<file path="src/rtl/batalha_pkg.sv">
// Shared types and constants for the batalha naval (battleship) game controller.
package batalha_pkg;

    localparam int POS_W = 3;

    typedef enum logic [2:0] {
        IDLE   = 3'd0,
        PLACE1 = 3'd1,
        PLACE2 = 3'd2,
        TURN1  = 3'd3,
        TURN2  = 3'd4,
        DONE   = 3'd5
    } state_t;

    localparam logic [1:0] WIN_NONE = 2'b00;
    localparam logic [1:0] WIN_P1   = 2'b01;
    localparam logic [1:0] WIN_P2   = 2'b10;
    localparam logic [1:0] WIN_DRAW = 2'b11;

    // Counter increment that holds at the limit instead of wrapping.
    function automatic logic [3:0] sat_inc(input logic [3:0] value, input logic [3:0] limit);
        return (value >= limit) ? value : value + 4'd1;
    endfunction

endpackage

</file>
<file path="src/rtl/batalha_cmp.sv">
// Position equality compare used to decide whether a shot lands on the opponent ship.
module batalha_cmp
    import batalha_pkg::*;
(
    input  logic [POS_W-1:0] shot,
    input  logic [POS_W-1:0] ship,
    output logic             eq
);

    assign eq = (shot == ship);

endmodule

</file>
<file path="src/rtl/batalha_naval_ctrl.sv">
// Two-player one-ship battleship controller: placement, alternating shots, winner decision.
// Optional macro BATALHA_SHOT_HISTORY_EN adds per-player fired-cell maps that reject repeated shots.
module batalha_naval_ctrl
    import batalha_pkg::*;
#(
    parameter int MAX_SHOTS = 8
) (
    input  logic             clk,
    input  logic             rst_n,
    input  logic             start,
    input  logic             p1_valid,
    input  logic [POS_W-1:0] p1_pos,
    input  logic             p2_valid,
    input  logic [POS_W-1:0] p2_pos,
    output logic             p1_ready,
    output logic             p2_ready,
    output logic             hit,
    output logic             miss,
    output logic             reject,
    output logic [1:0]       winner,
    output logic [2:0]       state_o,
    output logic [3:0]       shots1,
    output logic [3:0]       shots2
);

    localparam logic [3:0] MAX_S = 4'(MAX_SHOTS);

    state_t           state;
    logic [POS_W-1:0] ship1;
    logic [POS_W-1:0] ship2;
    logic [POS_W-1:0] cmp_shot;
    logic [POS_W-1:0] cmp_ship;
    logic             is_hit;
    logic             shot_ok;
    logic             new_game;

    assign p1_ready = (state == PLACE1) || (state == TURN1);
    assign p2_ready = (state == PLACE2) || (state == TURN2);
    assign state_o  = state;
    assign new_game = ((state == IDLE) || (state == DONE)) && start;

    // Single comparator: the shooter's cell against the opponent's ship.
    assign cmp_shot = (state == TURN1) ? p1_pos : p2_pos;
    assign cmp_ship = (state == TURN1) ? ship2  : ship1;

    batalha_cmp u_cmp (
        .shot (cmp_shot),
        .ship (cmp_ship),
        .eq   (is_hit)
    );

`ifdef BATALHA_SHOT_HISTORY_EN
    logic [7:0] fired1;
    logic [7:0] fired2;
    logic       reject_q;

    assign shot_ok = (state == TURN1) ? !fired1[p1_pos] : !fired2[p2_pos];
    assign reject  = reject_q;

    always_ff @(posedge clk) begin
        if (!rst_n) begin
            fired1   <= 8'd0;
            fired2   <= 8'd0;
            reject_q <= 1'b0;
        end else begin
            reject_q <= 1'b0;
            if (new_game) begin
                fired1 <= 8'd0;
                fired2 <= 8'd0;
            end else if (state == TURN1 && p1_valid) begin
                if (fired1[p1_pos]) reject_q <= 1'b1;
                else                fired1[p1_pos] <= 1'b1;
            end else if (state == TURN2 && p2_valid) begin
                if (fired2[p2_pos]) reject_q <= 1'b1;
                else                fired2[p2_pos] <= 1'b1;
            end
        end
    end
`else
    assign shot_ok = 1'b1;
    assign reject  = 1'b0;
`endif

    always_ff @(posedge clk) begin
        if (!rst_n) begin
            state  <= IDLE;
            ship1  <= '0;
            ship2  <= '0;
            shots1 <= 4'd0;
            shots2 <= 4'd0;
            winner <= WIN_NONE;
            hit    <= 1'b0;
            miss   <= 1'b0;
        end else begin
            hit  <= 1'b0;
            miss <= 1'b0;
            case (state)
                IDLE, DONE: begin
                    if (new_game) begin
                        state  <= PLACE1;
                        ship1  <= '0;
                        ship2  <= '0;
                        shots1 <= 4'd0;
                        shots2 <= 4'd0;
                        winner <= WIN_NONE;
                    end
                end
                PLACE1: begin
                    if (p1_valid) begin
                        ship1 <= p1_pos;
                        state <= PLACE2;
                    end
                end
                PLACE2: begin
                    if (p2_valid) begin
                        ship2 <= p2_pos;
                        state <= TURN1;
                    end
                end
                TURN1: begin
                    if (p1_valid && shot_ok) begin
                        shots1 <= sat_inc(shots1, MAX_S);
                        if (is_hit) begin
                            hit    <= 1'b1;
                            winner <= WIN_P1;
                            state  <= DONE;
                        end else begin
                            miss  <= 1'b1;
                            state <= TURN2;
                        end
                    end
                end
                TURN2: begin
                    if (p2_valid && shot_ok) begin
                        shots2 <= sat_inc(shots2, MAX_S);
                        if (is_hit) begin
                            hit    <= 1'b1;
                            winner <= WIN_P2;
                            state  <= DONE;
                        end else begin
                            miss <= 1'b1;
                            // Player 2 closes each round, so its last miss ends the game.
                            if (sat_inc(shots2, MAX_S) == MAX_S) begin
                                winner <= WIN_DRAW;
                                state  <= DONE;
                            end else begin
                                state <= TURN1;
                            end
                        end
                    end
                end
                default: state <= IDLE;
            endcase
        end
    end

endmodule

</file>
<file path="config.mk">
export PLATFORM = sky130hd
export DESIGN_NAME = batalha_naval_ctrl
export DESIGN_NICKNAME = d
export VERILOG_FILES = /design/src/rtl/batalha_pkg.sv /design/src/rtl/batalha_cmp.sv /design/src/rtl/batalha_naval_ctrl.sv
export SDC_FILE = /design/constraint.sdc
export NUM_CORES = 1
export LEC_CHECK = 0
export CAP_MARGIN = 20
export CORE_ASPECT_RATIO = 0.75
export CORE_MARGIN = 1
export CORE_UTILIZATION = 25
export CTS_BUF_LIST = sky130_fd_sc_hd__clkbuf_8 sky130_fd_sc_hd__clkbuf_16
export CTS_CLUSTER_SIZE = 16
export DETAILED_ROUTE_END_ITERATION = 6
export DONT_BUFFER_PORTS = 1
export HOLD_SLACK_MARGIN = 0.15
export SLEW_MARGIN = 0
export SYNTH_ARGS = -nofsm -noshare
export SYNTH_HDL_FRONTEND = slang
export SYNTH_SLANG_ARGS = --single-unit
export TNS_END_PERCENT = 10
</file>
<file path="constraint.sdc">
create_clock -name clk -period 1.9 [get_ports clk]
set_clock_uncertainty 0.2 [all_clocks]
set_input_delay 0.38 -clock clk [delete_from_list [all_inputs] [get_ports clk]]
set_output_delay 0.38 -clock clk [all_outputs]
set_load 0.005 [all_outputs]
</file>
Word-level counts from Yosys, hierarchy flattened --
Index checks and enable logic that the tools add are counted.
Word-level totals: output and inout port bits 18, register bits after elaboration 21, word-level logic and storage cells 82
Cells by class: reductions and logical operators 17, $lt $le $gt $ge 2, $add $sub $neg 2, mux-type cells 38, equal/unequal tests 15
Operators with widths (count):
- 3-bit two-way mux | 12
- 4-bit two-way mux | 5
- 4-bit case mux with 2 select lines | 2
- 3-bit case mux with 5 select lines | 1
- 2-bit != test, second input constant | 7
- 2-bit two-way mux | 6
- 3-bit case mux with 2 select lines | 2
- 3-bit AND reduction | 3
- 4-bit by 1-bit adder with 4-bit output, second input constant | 2
- 4-bit greater-or-equal comparator, second input constant | 2
- 2-bit nonzero test | 4
- 1-bit two-way mux | 7
- 3-bit by 2-bit equality test with 1-bit output, second input constant | 2
- 3-bit equality test, second input constant | 2
- 2-bit case mux with 3 select lines | 1
- 6-bit AND reduction | 1
- 5-bit AND reduction | 1
- 4-bit equality test, second input constant | 1
- 1-bit case mux with 2 select lines | 2
- 4-bit AND reduction | 1
- 3-bit by 1-bit equality test with 1-bit output, second input constant | 1
- 3-bit equality test | 1
- 3-bit zero test | 1
- 1-bit logical OR | 3
- other kinds (4) | 4

Logic depth before layout (Yosys ltp) --
word-level depth 7, mapped depth 6, mapped depth without buffers 6

Cells and area by module --
A second synthesis with hierarchy kept.
Second synthesis, totals: cells, all modules 157, area, all modules 1363.8 um^2
Modules (own cells, without submodules):
- batalha_naval_ctrl | cells each 153, area an instance 1327.5 um^2, sequential area each 420.4 um^2, instances 1
- batalha_cmp | cells each 4, area an instance 36.3 um^2, sequential area each 0.0 um^2, instances 1

Least setup slack after synthesis --
Ideal clock, no wire load.
path type reg2reg, start point register state[2], in the netlist state_o[2], end point register winner[1], period minus slack after synthesis 1.782 ns, arrival time 1.521 ns, cell stages (with the launch flop) 7, slack 0.118 ns, setup time 0.061 ns, buffers on the path 1, cell sequence dfxtp_1 -> buf_4 -> nand3b_4 -> nor4_4 -> o221ai_2 -> a31oi_2 -> o221a_1
Between the ends: cells in the longest elaborated chain, start to end 6, elaborated cells between the ends (all ways) 20
RTL lines:
- start: declaration | line batalha_naval_ctrl.sv:28 | state_t state;
- start signal: assignment | line batalha_naval_ctrl.sv:86 | state <= IDLE;
- start signal: assignment | line batalha_naval_ctrl.sv:100 | state <= PLACE1;
- start signal: assignment | line batalha_naval_ctrl.sv:111 | state <= PLACE2;
- 3-bit by 2-bit equality test with 1-bit output | line batalha_naval_ctrl.sv:43, batalha_naval_ctrl.sv:44, batalha_naval_ctrl.sv:97
- 3-bit two-way mux (on tied branches) | line batalha_naval_ctrl.sv:43, batalha_naval_ctrl.sv:44
- 3-bit equality test | line batalha_cmp.sv:10 | assign eq = (shot == ship);
- 2-bit two-way mux | line batalha_naval_ctrl.sv:136 | if (is_hit) begin
- 2-bit two-way mux | line batalha_naval_ctrl.sv:134 | if (p2_valid && shot_ok) begin
- 2-bit case mux with 3 select lines | line batalha_naval_ctrl.sv:97 | case (state)
- end signal: assignment | line batalha_naval_ctrl.sv:105 | winner <= WIN_NONE;
- end signal: assignment | line batalha_naval_ctrl.sv:138 | winner <= WIN_P2;
- end signal: assignment | line batalha_naval_ctrl.sv:144 | winner <= WIN_DRAW;
- end: declaration | line batalha_naval_ctrl.sv:20 | output logic [1:0] winner,
Parallel ways exist; a longest one is shown, timed or not. The select of a mux whose other input is x is not followed. A chain may end at the register's enable or synchronous reset.

Worst setup path after layout --
start point register state[0], in the netlist state_o[0], end point register shots2[1]
Between the ends: cells in the longest elaborated chain, start to end 5, elaborated cells between the ends (all ways) 11
RTL lines:
- 3-bit equality test / 3-bit zero test (equally long branches) | line batalha_naval_ctrl.sv:40, batalha_naval_ctrl.sv:97
- 1-bit logical OR | line batalha_naval_ctrl.sv:40 | assign new_game = ((state == IDLE) || (state == DONE)) && start;
- 1-bit logical AND | line batalha_naval_ctrl.sv:40
- 2-bit != test (no source line)
- 3-bit AND reduction (no source line)
- end signal: assignment | line batalha_naval_ctrl.sv:135 | shots2 <= sat_inc(shots2, MAX_S);
- end: declaration | line batalha_naval_ctrl.sv:23 | output logic [3:0] shots2
Parallel ways exist; a longest one is shown, timed or not.

==> results.ini <==
[run_status]
status = finished, violations left
violations = design-rule violations

[logic_synthesis]
synth_warnings = 0
ys_types = 55
ys_ff_latch = 21
synth_area_per_cell_um2 = 9.06
synth-main-ff-cell = dfxtp_1
async_flop_share_pct = 0
synthesis.area_um2 = 1270
synth_edf_count = 0
ys_seq_area_share_pct = 33.1
synthesis.nets = 155
netlist_instances = 140

[finish]
seqCellArea_um2 = 422
area_growth_pct = 18.6
final_layout_size_suffix_gt1_share_pct = 19.1
mostFrequentLayoutCell = dfxtp_1
final_area_um2 = 1510
layout_common_cells = 20 x dfxtp_1, 14 x buf_4, 8 x inv_1, 8 x nand2_1, 8 x nor2_1
n_fill_cell = 523
fin_nets = 173
antennaDiodeCount = 0
multi_input_area_um2 = 783

[placed_design]
io_buffers = 0
post_dp_cell_area_um2 = 1410
gp_congestion = 0.815
dp_hpwl_um = 2350

[critical_path]
endpoint_kind = register
slowest_stage = dfxtp_1
crit_required_ps = 1860
cpLargestDelayFamily = simple AND/OR/NAND/NOR gates
cp.depth = 6
slowest_delay_ps = 380
path_max_fanout = 8
crit_type = register to register
critPathBufInv = 1
arrival_ps = 1770
path_cells = buf_4, nor3b_2, nand2_2, mux2_2, a22oi_1, nor2b_1
reg2regPathDepth = 6
startpoint_type = register

[global_route]
grt_pass1_vias = 947
overflow = 0
antenna_found_initial = 0
track_usage_pct = 11.8
grt_max_degree = 18
grt_pass1_wl_um = 4890

[clock_tree]
clockRootBuffer = clkbuf_8
cts_tree = done
cts-buffers-inserted = 3
cts.sinks = 21
clk_pin_slew_ps = 80
clockBufferDepth = 2
clock_latency_ps = 260
cts.htree.levels = 1

[route]
num_vias = 1052
drc = 4
drt-pass1-iter-count = 6
wl_per_cell_um = 14.1
wl_met2_um = 1180
top_layer_used = met4
wl_met1_um = 1590
drt_wl_total_um = 3050
avgViaCountPerCell = 4.85
antenna_left = 0
wl_met3_um = 269
drtIter0Drc = 40

[die]
ios = 29
start_util_pct = 25.9
die_area_um2 = 5370
die_y_um = 63.7
core_area_um2 = 4900
rows = 22
die_width_um = 84.3

[worst_hold_path]
whs_path_depth = 3
hp-class = primary input to register

[sta]
slew_headroom_pct = 61.2
worst_slew_pin_slew_ps = 579
hold_violations = 0
slew_viol_final = 0
period_needed_ps = 1810
setup_viol_count_final = 0
rsz0062_at_grt = true
clock.fmax_mhz = 553
fin_setup_tns_ps = 0
post-route-period-util_pct = 95.1

[flow_run]
drv_cap = 0

[power]
total_leakage_power_nw = 0.593
powerDensity_nw_per_um2 = 1340
peakVddDrop_v = 0.000388

## routing by layer
layer / vias to the layer above / GRT usage [%]
met5: - / 0
met4: 0 / 1.94
met3: 2 / 6.16
met2: 24 / 15.4
met1: 487 / 17.0
li1: 539 / -
## worst paths after layout
kind	startpoint	to	slack (ps)
worst max-delay path	state_o[0]$_SDFFE_PN0P_	shots2[1]$_SDFFE_PN0P_	90
worst min-delay path	p1_pos[2]	ship1[2]$_SDFFE_PN0P_	240
worst max register to register	state_o[0]$_SDFFE_PN0P_	shots2[1]$_SDFFE_PN0P_	90
worst min register to register	ship2[0]$_SDFFE_PN0P_	ship2[0]$_SDFFE_PN0P_	300
## synthesized netlist by cell type, types with 2 or more instances
| master | n | area share, % |
|---|---|---|
| a21boi_0 | 3 | 1.8 |
| a21oi_1 | 5 | 2.0 |
| and3_1 | 3 | 1.5 |
| buf_4 | 2 | 1.2 |
| dfxtp_1 | 21 | 33 |
| ha_1 | 4 | 3.9 |
| inv_1 | 8 | 2.4 |
| mux2_1 | 2 | 1.8 |
| mux2i_1 | 4 | 3.2 |
| nand2_1 | 8 | 2.4 |
| nand2b_1 | 5 | 2.5 |
| nand3_1 | 4 | 1.6 |
| nand3b_1 | 2 | 1.2 |
| nand4_1 | 2 | 0.99 |
| nor2_1 | 8 | 2.4 |
| nor2b_1 | 6 | 3.0 |
| nor3_1 | 3 | 1.2 |
| nor3b_1 | 2 | 1.2 |
| nor4b_1 | 2 | 1.4 |
| o21ai_0 | 5 | 2.0 |
| o221a_1 | 2 | 1.8 |
| xnor2_1 | 4 | 2.8 |
| xor2_1 | 3 | 2.1 |
## report_power, final
| group | leakage [nW] | switching [W] | internal, W |
|---|---|---|---|
| Combinational | 0.397 | 0.000558 | 0.000508 |
| Clock | 0.0255 | 0.000158 | 0.000146 |
| Sequential | 0.171 | 0.000121 | 0.000532 |
## through the flow
stage / hold WS, ps / utilization [%] / cells / worst slack, ps / total power [W]
after floorplan: 266 / - / 140 / 118 / 0.00139
after global placement: 278 / 28.9 / 209 / 21.8 / 0.00170
after detailed placement: 283 / 28.9 / 209 / 18.3 / 0.00169
after CTS: 232 / 30.6 / 217 / 4.60 / 0.00202
after global routing: 256 / 30.7 / 217 / -7.94 / 0.00218
final: 239 / 30.7 / 217 / 92.9 / 0.00202
## area by class of cell
cell class | count | share of cell area [%]
Inverter | 9 | 2.24
Clock buffer | 3 | 2.74
Tap cell | 60 | 4.99
Multi-Input combinational cell | 105 | 52.0
Sequential cell | 21 | 28.0
Timing Repair Buffer | 18 | 9.64
Clock inverter | 1 | 0.333
## worst register-to-register path: cells and delay by family, from the launching register on
family / cells / cell delay [ps]
DFF: 1 / 380
muxes: 1 / 310
buffers and inverters: 1 / 190
and+or+nand+nor: 3 / 430
AOI/OAI and AO/OA: 1 / 190
## sequential cells by signal, summed over array words and instances, names as in the netlist
register  cells
shots1        4
shots2        4
ship1         3
ship2         3
state_o       3
winner        2
hit           1
miss          1
## repair_timing
action | 4_1_cts | 5_1_grt
pin swaps | 1 | 0
setup endpoints to repair | 1 | 10
buffers inserted | 0 | 0
hold buffers | 4 | 0
endpoints found under the hold margin | 21 | 0
gates cloned | 0 | 0
resized for setup | 0 | 2
## cell families after synthesis
| family | Yosys count | share of synthesized area (%) |
|---|---|---|
| mux | 7 | 5.82 |
| xor+xnor | 7 | 4.83 |
| fa+ha+maj | 4 | 3.94 |
| flops | 21 | 33.1 |
| other cells | 1 | 0.296 |
| compound gates | 34 | 21.0 |
| buf+inv | 14 | 5.42 |
| simple gates | 52 | 25.5 |
Power figures use the tool's default switching activity.
